[config.mk]
export PLATFORM = sky130hd
export DESIGN_NAME = load_store_unit_flat
export DESIGN_NICKNAME = d
export VERILOG_FILES = /design/src/rtl/load_store_unit_if.sv /design/src/rtl/load_store_unit.sv /design/src/flat_wrapper.sv
export SDC_FILE = /design/constraint.sdc
export NUM_CORES = 1
export LEC_CHECK = 0
export ABC_CLOCK_PERIOD_IN_PS = 2700
export BUFFER_PORTS_ARGS = -buffer_cell sky130_fd_sc_hd__buf_2
export CAP_MARGIN = 30
export CORE_AREA = 2 2 93 95
export DETAILED_ROUTE_END_ITERATION = 10
export DIE_AREA = 0 0 95 97
export HOLD_SLACK_MARGIN = 0.15
export MAX_ROUTING_LAYER = met4
export PLACE_DENSITY = 0.81
export RECOVER_POWER = 25
export SETUP_SLACK_MARGIN = 0.05
export SLEW_MARGIN = 20
export SYNTH_ARGS = -nofsm -noshare
export SYNTH_HDL_FRONTEND = slang
export SYNTH_SLANG_ARGS = --single-unit
[constraint.sdc]
create_clock -name i_clk -period 2.7 [get_ports i_clk]
set_clock_uncertainty 0.15 [all_clocks]
set_input_delay 0.27 -clock i_clk [delete_from_list [all_inputs] [get_ports i_clk]]
set_output_delay 0.27 -clock i_clk [all_outputs]
set_load 0.03 [all_outputs]
[src/rtl/load_store_unit_if.sv]
// Bus interface between load_store_unit and the data memory.
// One valid/ready request channel plus a read-data return channel.
//   busValid  master->slave  request valid; Addr/Write/WData/Strb stable while high
//   busWrite  master->slave  1 store, 0 load
//   busAddr   master->slave  word-aligned byte address
//   busWData  master->slave  lane-replicated store data
//   busStrb   master->slave  byte enables
//   busReady  slave->master  request accepted this cycle
//   busRValid slave->master  load data valid this cycle
//   busRData  slave->master  load word
interface load_store_unit_if;
  logic        busValid;
  logic        busWrite;
  logic [31:0] busAddr;
  logic [31:0] busWData;
  logic [3:0]  busStrb;
  logic        busReady;
  logic        busRValid;
  logic [31:0] busRData;

  modport master (
    output busValid, busWrite, busAddr, busWData, busStrb,
    input  busReady, busRValid, busRData
  );

  modport slave (
    input  busValid, busWrite, busAddr, busWData, busStrb,
    output busReady, busRValid, busRData
  );
endinterface

[src/rtl/load_store_unit.sv]
// load_store_unit: data-memory stage behind the datapath. Runs one bus
// transaction per load/store, right-aligns load data and stalls the core
// until the access completes. Sign/zero extension is left to the datapath.
// Optional feature: define MISALIGN_TRAP_EN to trap misaligned half/word
// accesses without issuing a bus request.
// Ports:
//   i_clk, i_reset          clock, asynchronous active-high reset
//   i_memRead, i_memWrite   access request levels (store wins)
//   i_memSize               00 byte, 01 half, 1x word
//   i_addr, i_writeData     byte address, right-aligned store data
//   o_readData              aligned load data, valid in DONE, else 0
//   o_stall                 core hold
//   o_busErr                one-cycle pulse in DONE on timeout
//   o_misaligned            one-cycle pulse in DONE on trapped access
//   bus                     master side of load_store_unit_if
module load_store_unit #(
  parameter int unsigned TIMEOUT_CYCLES = 255
) (
  input  logic              i_clk,
  input  logic              i_reset,
  input  logic              i_memRead,
  input  logic              i_memWrite,
  input  logic [1:0]        i_memSize,
  input  logic [31:0]       i_addr,
  input  logic [31:0]       i_writeData,
  output logic [31:0]       o_readData,
  output logic              o_stall,
  output logic              o_busErr,
  output logic              o_misaligned,
  load_store_unit_if.master bus
);

  typedef enum logic [1:0] {IDLE, REQ, RESP, DONE} state_t;

  state_t      state_q, state_d;
  logic [7:0]  cnt_q, cnt_d;
  logic [31:0] rdata_q, rdata_d;
  logic        err_q, err_d;
  logic        mis_q, mis_d;

  logic        req;
  logic        timeout;
  logic        misalign_hit;
  logic        valid;
  logic [4:0]  lane_shift;
  logic [31:0] load_aligned;
  logic [3:0]  strb;
  logic [31:0] wdata;

  assign req          = i_memRead | i_memWrite;
  assign timeout      = (cnt_q == 8'(TIMEOUT_CYCLES - 1));
  assign lane_shift   = {i_addr[1:0], 3'b000};
  assign load_aligned = bus.busRData >> lane_shift;

`ifdef MISALIGN_TRAP_EN
  assign misalign_hit = (i_memSize == 2'b01) ? i_addr[0]
                      : (i_memSize[1] && (i_addr[1:0] != 2'b00));
`else
  assign misalign_hit = 1'b0;
`endif

  // Lane steering: half uses only a[1], word ignores the low address bits.
  always_comb begin
    strb  = 4'b1111;
    wdata = i_writeData;
    case (i_memSize)
      2'b00: begin
        strb  = 4'b0001 << i_addr[1:0];
        wdata = {4{i_writeData[7:0]}};
      end
      2'b01: begin
        strb  = 4'b0011 << {i_addr[1], 1'b0};
        wdata = {2{i_writeData[15:0]}};
      end
      default: ;
    endcase
  end

  always_comb begin
    state_d = state_q;
    cnt_d   = cnt_q;
    rdata_d = rdata_q;
    err_d   = 1'b0;
    mis_d   = 1'b0;
    valid   = 1'b0;
    case (state_q)
      IDLE: begin
        if (req) begin
          rdata_d = '0;
          if (misalign_hit) begin
            state_d = DONE;
            mis_d   = 1'b1;
          end else begin
            state_d = REQ;
            cnt_d   = '0;
          end
        end
      end
      REQ: begin
        cnt_d = cnt_q + 8'd1;
        // Valid is withdrawn in the abort cycle so no handshake can race it.
        if (timeout) begin
          state_d = DONE;
          err_d   = 1'b1;
        end else begin
          valid = 1'b1;
          if (bus.busReady) begin
            if (i_memWrite) begin
              state_d = DONE;
            end else if (bus.busRValid) begin
              state_d = DONE;
              rdata_d = load_aligned;
            end else begin
              state_d = RESP;
            end
          end
        end
      end
      RESP: begin
        cnt_d = cnt_q + 8'd1;
        if (timeout) begin
          state_d = DONE;
          err_d   = 1'b1;
        end else if (bus.busRValid) begin
          state_d = DONE;
          rdata_d = load_aligned;
        end
      end
      DONE:    state_d = IDLE;
      default: state_d = IDLE;
    endcase
  end

  always_ff @(posedge i_clk or posedge i_reset) begin
    if (i_reset) begin
      state_q <= IDLE;
      cnt_q   <= '0;
      rdata_q <= '0;
      err_q   <= 1'b0;
      mis_q   <= 1'b0;
    end else begin
      state_q <= state_d;
      cnt_q   <= cnt_d;
      rdata_q <= rdata_d;
      err_q   <= err_d;
      mis_q   <= mis_d;
    end
  end

  assign bus.busValid = valid;
  assign bus.busWrite = valid & i_memWrite;
  assign bus.busAddr  = valid ? {i_addr[31:2], 2'b00} : '0;
  assign bus.busWData = valid ? wdata : '0;
  assign bus.busStrb  = valid ? strb : '0;

  // Reset gates the stall so the core is released while the FSM is held.
  assign o_stall      = req & (state_q != DONE) & ~i_reset;
  assign o_readData   = (state_q == DONE && !err_q && !mis_q) ? rdata_q : '0;
  assign o_busErr     = (state_q == DONE) & err_q;
  assign o_misaligned = (state_q == DONE) & mis_q;

endmodule
[src/flat_wrapper.sv]
// flat-port wrapper written by rule: the top's interface ports become plain ports
module load_store_unit_flat 
#(
  parameter int unsigned TIMEOUT_CYCLES = 255
)
  (i_clk, i_reset, i_memRead, i_memWrite, i_memSize, i_addr, i_writeData, o_readData, o_stall, o_busErr, o_misaligned, bus_busValid, bus_busWrite, bus_busAddr, bus_busWData, bus_busStrb, bus_busReady, bus_busRValid, bus_busRData);
  load_store_unit_if bus_i ();
  input  logic i_clk;
  input  logic i_reset;
  input  logic i_memRead;
  input  logic i_memWrite;
  input  logic [1:0] i_memSize;
  input  logic [31:0] i_addr;
  input  logic [31:0] i_writeData;
  output logic [31:0] o_readData;
  output logic o_stall;
  output logic o_busErr;
  output logic o_misaligned;
  output wire logic [$bits(bus_i.busValid)-1:0] bus_busValid;
  output wire logic [$bits(bus_i.busWrite)-1:0] bus_busWrite;
  output wire logic [$bits(bus_i.busAddr)-1:0] bus_busAddr;
  output wire logic [$bits(bus_i.busWData)-1:0] bus_busWData;
  output wire logic [$bits(bus_i.busStrb)-1:0] bus_busStrb;
  input wire logic [$bits(bus_i.busReady)-1:0] bus_busReady;
  input wire logic [$bits(bus_i.busRValid)-1:0] bus_busRValid;
  input wire logic [$bits(bus_i.busRData)-1:0] bus_busRData;
  assign bus_busValid = bus_i.busValid;
  assign bus_busWrite = bus_i.busWrite;
  assign bus_busAddr = bus_i.busAddr;
  assign bus_busWData = bus_i.busWData;
  assign bus_busStrb = bus_i.busStrb;
  assign bus_i.busReady = bus_busReady;
  assign bus_i.busRValid = bus_busRValid;
  assign bus_i.busRData = bus_busRData;
  load_store_unit #(.TIMEOUT_CYCLES(TIMEOUT_CYCLES)) u_core (.i_clk(i_clk), .i_reset(i_reset), .i_memRead(i_memRead), .i_memWrite(i_memWrite), .i_memSize(i_memSize), .i_addr(i_addr), .i_writeData(i_writeData), .o_readData(o_readData), .o_stall(o_stall), .o_busErr(o_busErr), .o_misaligned(o_misaligned), .bus(bus_i));
endmodule
# Word level (Yosys, flattened, before mapping)
# Cells that the tools add are included.
op_classes:
  n_addsub: 1
  eq_ne: 13
  shifts: 3
  muxes: 27
  n_bitwise: 6
  reduce_logical: 10
ops:
  columns: ["cell", "count"]
  rows:
  - ["two-way mux 32 bit", 9]
  - ["case mux 32 bit (3 select lines)", 1]
  - ["case mux 32 bit (2 select lines)", 1]
  - [">> shifter 32 x 5 -> 32 bit", 1]
  - ["case mux 8 bit (2 select lines)", 1]
  - ["two-way mux 2 bit", 6]
  - ["!= test 2 bit (second input constant)", 5]
  - ["adder 8 x 1 -> 8 bit (second input constant)", 1]
  - ["equality test 8 bit (second input constant)", 1]
  - ["two-way mux 8 bit", 1]
  - ["case mux 2 bit (4 select lines)", 1]
  - ["case mux 4 bit (2 select lines)", 1]
  - ["!= test 3 x 2 -> 1 bit (second input constant)", 2]
  - ["AND reduction 6 bit", 1]
  - ["two-way mux 1 bit", 5]
  - ["AND 1 bit", 4]
  - ["equality test 2 x 1 -> 1 bit (second input constant)", 2]
  - ["equality test 2 bit (second input constant)", 2]
  - ["zero test 2 bit", 2]
  - ["two-way mux 4 bit", 1]
  - ["<< shifter 1 x 2 -> 4 bit (first input constant)", 1]
  - ["<< shifter 2 x 2 -> 4 bit (first input constant)", 1]
  - ["AND reduction 3 bit", 1]
  - ["nonzero test 3 bit", 1]
  - ["other kinds (8)", 8]
word_totals:
  reg_bits: 43
  inputBits: 104
  output_inout_bits: 105
  word_cells: 64

# Longest topological paths before layout
depth:
  depth_word: 6
  depth_mapped: 9
  depth_no_buf: 6

# Least setup slack after synthesis
# OpenSTA, ideal clock, no wires.
synth_timing:
  path_kind: "reg-to-reg"
  start: "reg u_core.state_q[0]"
  end: "reg u_core.rdata_q[16]"
  setup_time_ns: 0.125
  t_arrival_ns: 1.976
  required_ns: 2.425
  slack_ns: 0.449
  stages_incl_launch_ff: 8
  n_path_buf: 2
  period_less_slack_ns: 2.251
  path_cell_list: "dfrtp_1 -> inv_1 -> ha_1 -> or3b_2 -> clkbuf_1 -> o2111ai_4 -> buf_12 -> mux2_4"
synth_via:
  elab_chain_len: 3
  elab_cells_between_ends: 11
  cone_classes: "eq/ne: 7; mux: 1; reduce/logical: 3"
synth_rtl:
  columns: ["item", "line_no", "rtl"]
  rows:
  - ["from (decl)", "load_store_unit.sv:35", "state_t state_q, state_d;"]
  - ["from (signal assigned)", "load_store_unit.sv:142", "state_q <= state_d;"]
  - ["equality test 2 bit (tied with other cells)", "load_store_unit.sv:86", "case (state_q)"]
  - ["!= test 2 bit (no line) (tied with other cells)", null, null]
  - ["AND reduction 6 bit (no line)", null, null]
  - ["to (signal assigned)", "load_store_unit.sv:144", "rdata_q <= rdata_d;"]
  - ["to (decl)", "load_store_unit.sv:37", "logic [31:0] rdata_q, rdata_d;"]
# Several ways; a longest one is shown, not always the timed one.
# A chain may end at the register's enable or synchronous reset.

# Worst setup path in the final report
layout_timing:
  start: "reg u_core.state_q[0]"
  end: "reg u_core.rdata_q[13]"
# The elaborated chain is that of the path after synthesis.

==> results.md <==
- Worst-case reg-to-reg path depth: 6
- CP Class: flop to flop
- Grt ovf: 0
- Number of synthesized flops with an enable pin: 0
- Area Overhead vs Synth: 34.45%
- Rel. slew slack: around 30%
- Hold Path Class: input port to flop
- Filler cell count: 718
- Largest net degree at the start of global routing: 44
- ANT cells: 0
- Final core utilization: 59.91%
- Count leader, synth: mux2i_1
- Switch share: between 50% and 60%
- Most used routing layer: met2
- Remaining DRCs: 0
- Final Power: 0.004797 W
- First-pass GRT wire length: 18,950 um
- Critical path origin: u_core.state_q[0]
- Sw Pwr: 0.002567 W
- Peak VDD IR: 0.5958 mV
- Most frequent cells after synthesis: 63 x mux2i_1, 48 x nand2_1, 44 x nor2_1
- Ys Warns: 0
- Final hold vios: 0
- Pre-antenna DRT Iters: 5
- Reg2Reg Launch Point: u_core.state_q[0]
- Met2 Resource Use GR: 49.48%
- Worst Path Arrival: 2.60 ns
- Final setup viols: 0
- Die Span X: roughly 95 um
- Chip height: 97 um
- Yosys cell types: 39
- Multi-input gate area: 0.002238 sq mm
- Capturing point of the worst reg2reg path: u_core.rdata_q[13]
- Final instance area: between 0.004 and 0.005 sq mm
- Worst-path clk slew: 0.08 ns
- Max Slew Vio Count: 0
- Mean Syn Cell Area: 8.091 sq um
- Part of the power in the clock network: roughly 8.6%
- Layout Nets: 756
- Top Ports: 209
- Post-synthesis sequential area ratio: 29.69%
- Initial Util: 44.56%
- FMAX: 396.1 MHz
- Area leader, netlist: dfrtp_1
- Post-Route WL: 12,290 um
- Longest Clk Path Bufs: 2
- Routability cong.: a little over 0.9
- Vias/cell: 5.264
- Routed via count: 3,948
- R2r setup slk: about 0.18 ns
- WHS: 0.2603 ns
- Comb pwr share: 70.2%
- Placed instance area: about 0.0047 sq mm
- Initial antenna violation count: 0
- Status: completed
- Hpwl dp: 9510 um
- Required time worst endpoint: 2.78 ns
- Num CTS Buffers: 5
- Final setup TNS: 0 ns
- Rows: 33
- Clock Sinks: 43
- GRT Resource Usage Total: 26.83%
- Share of layout cells above drive strength 1: 36.43%
- Hold Path End: u_core.rdata_q[19]
- Leakage power: between 2 and 3 nW
- Area contributors post-synth: dfrtp_1 30%, mux2i_1 17%, and3_1 6.7%, and2_1 5.9%, nand2_1 5.0%
- Worst Setup Start Kind: flop
- Max cap viols: 0
- Post-synthesis register bit count: 43
- Grt met3 use: 3.972%
- CTS tree: done
- Tmin final: roughly 2.5 ns
- Root Driver: clkbuf_8
- Worst slew pin tran: 1.051 ns
- CTS H-tree depth: 2
- Initial DRC count: 191
- Hold Path Cell Cnt: 4
- Met1 usage: ~29%
- Crit Path Max Fanout: 20
- Number of global-route vias before repair: 3,901
- Antenna Nets Post-Route: 0
- Register area: 0.001076 sq mm
- Ys async rst share: 100.0%
- Share of power burned in registers: 21.2%
- Top cell type's share of synthesized area: 29.69%
- WL/cell: 16.38 um
- Fin crit share: roughly 93%
- P_int: approximately 0.0022 W
- Die footprint: around 0.0092 sq mm
- Gate Count Post-Synth: 448
- Core footprint: 0.008134 sq mm
- Buffers on Ports: roughly 200
- Clk_lat worst skew: 0.30 ns
- PD cells: 984.4 mW/mm^2
- Worst setup EP type: flop
- Cell Area, Synth: between 0.003 and 0.004 sq mm
- Min-delay src: bus_busRData[19]
- RSZ-0062 raised after global routing: true
- Primary FF master, synth: dfrtp_1
logic make-up (layout without fill, tap and decap cells):
group           count (synthesis)  after routing  share of synthesized area, %
simple gates                  191            191                         26.54
mux                            73             73                         21.13
buf+inv                        72            267                         8.837
compound gates                 57             57                         10.22
flops                          43             43                         29.69
fa+ha+maj                       8              8                         2.762
xor+xnor                        3              3                        0.7250
other cells                     1              3                        0.1035
worst max-delay path by stage:
stage                              end  slack, ns
finish              u_core.rdata_q[13]       0.18
detailed placement  u_core.rdata_q[31]       0.19
global route        u_core.rdata_q[13]       0.04
CTS                     bus_busStrb[3]       0.07
floorplan           u_core.rdata_q[16]       0.45
global placement    u_core.rdata_q[15]       0.31
state kept, by name (all words and copies together), names as in the netlist:
name and count:
u_core.state_q 2, u_core.cnt_q 8, u_core.rdata_q 32, u_core.err_q 1
stage by stage:
stage,setup WS [ns],cells
floorplan,0.4489,450
global placement,0.3109,732
detailed placement,0.1883,732
finish,0.1756,750
CTS,0.07375,749
global route,0.03556,750
cell usage in the layout, fill, tap and decap left out, drive strengths merged:
cell / Yosys / final
buf: 14 / 212
mux2i: 63 / 63
nand2: 48 / 48
nor2: 44 / 44
dfrtp: 43 / 43
and3: 39 / 39
and2: 34 / 34
inv: 33 / 33
a21oi: 22 / 22
o21ai: 15 / 15
clkbuf: 25 / 11
nand3: 10 / 10
mux2: 10 / 10
dlygate4sd3: 0 / 9
o2bb2ai: 8 / 8
ha: 8 / 8
nor2b: 4 / 4
a22o: 3 / 3
xnor2: 3 / 3
o211ai: 3 / 3
conb: 1 / 3
nand2b: 2 / 2
nor3: 2 / 2
or4: 2 / 2
nor4: 2 / 2
nand4: 1 / 1
or2: 1 / 1
or3b: 1 / 1
o2111ai: 1 / 1
o22ai: 1 / 1
a31o: 1 / 1
nor3b: 1 / 1
o21a: 1 / 1
a2111oi: 1 / 1
a32oi: 1 / 1
clkinv: 0 / 1
clkinvlp: 0 / 1
critical path, stage by stage, from the launching register on:
cell and delay, ns:
dfrtp_1 0.42, inv_1 0.15, ha_1 0.22, or3b_2 0.57, o2111ai_4 0.42, buf_4 0.30, mux2i_1 0.20
power groups by stage:
stage | Combinational, W | Sequential [W] | Clock [W]
final | 0.00337 | 0.00102 | 0.000412
after CTS | 0.00333 | 0.00102 | 0.000420
after detailed placement | 0.00331 | 0.00103 | 0
after floorplan | 0.00252 | 0.000975 | 0
after global placement | 0.00323 | 0.00101 | 0
after global routing | 0.00361 | 0.00105 | 0.000451
layer usage:
metal	part of all wire, %	wire, um
met3	6.4	783
met4	3.0	365
met1	37	4491
met2	54	6644
met5	0	0
timing repair:
| item | CTS | global route |
|---|---|---|
| resized for setup | 1 | 6 |
| hold endpoints to repair | 51 | 0 |
| endpoints found under the setup margin | 26 | 37 |
| pin swaps | 0 | 1 |
| setup buffers | 0 | 1 |
| hold buffers | 9 | 0 |
layout make-up:
type	instances	share of cell area (%)
Inverter	33	2.542
Tap cell	105	2.696
Clock buffer	6	1.489
Timing Repair Buffer	226	25.01
Multi-Input combinational cell	335	45.93
Clock inverter	2	0.2567
Sequential cell	43	22.08
(Power assumes the default switching activity.)
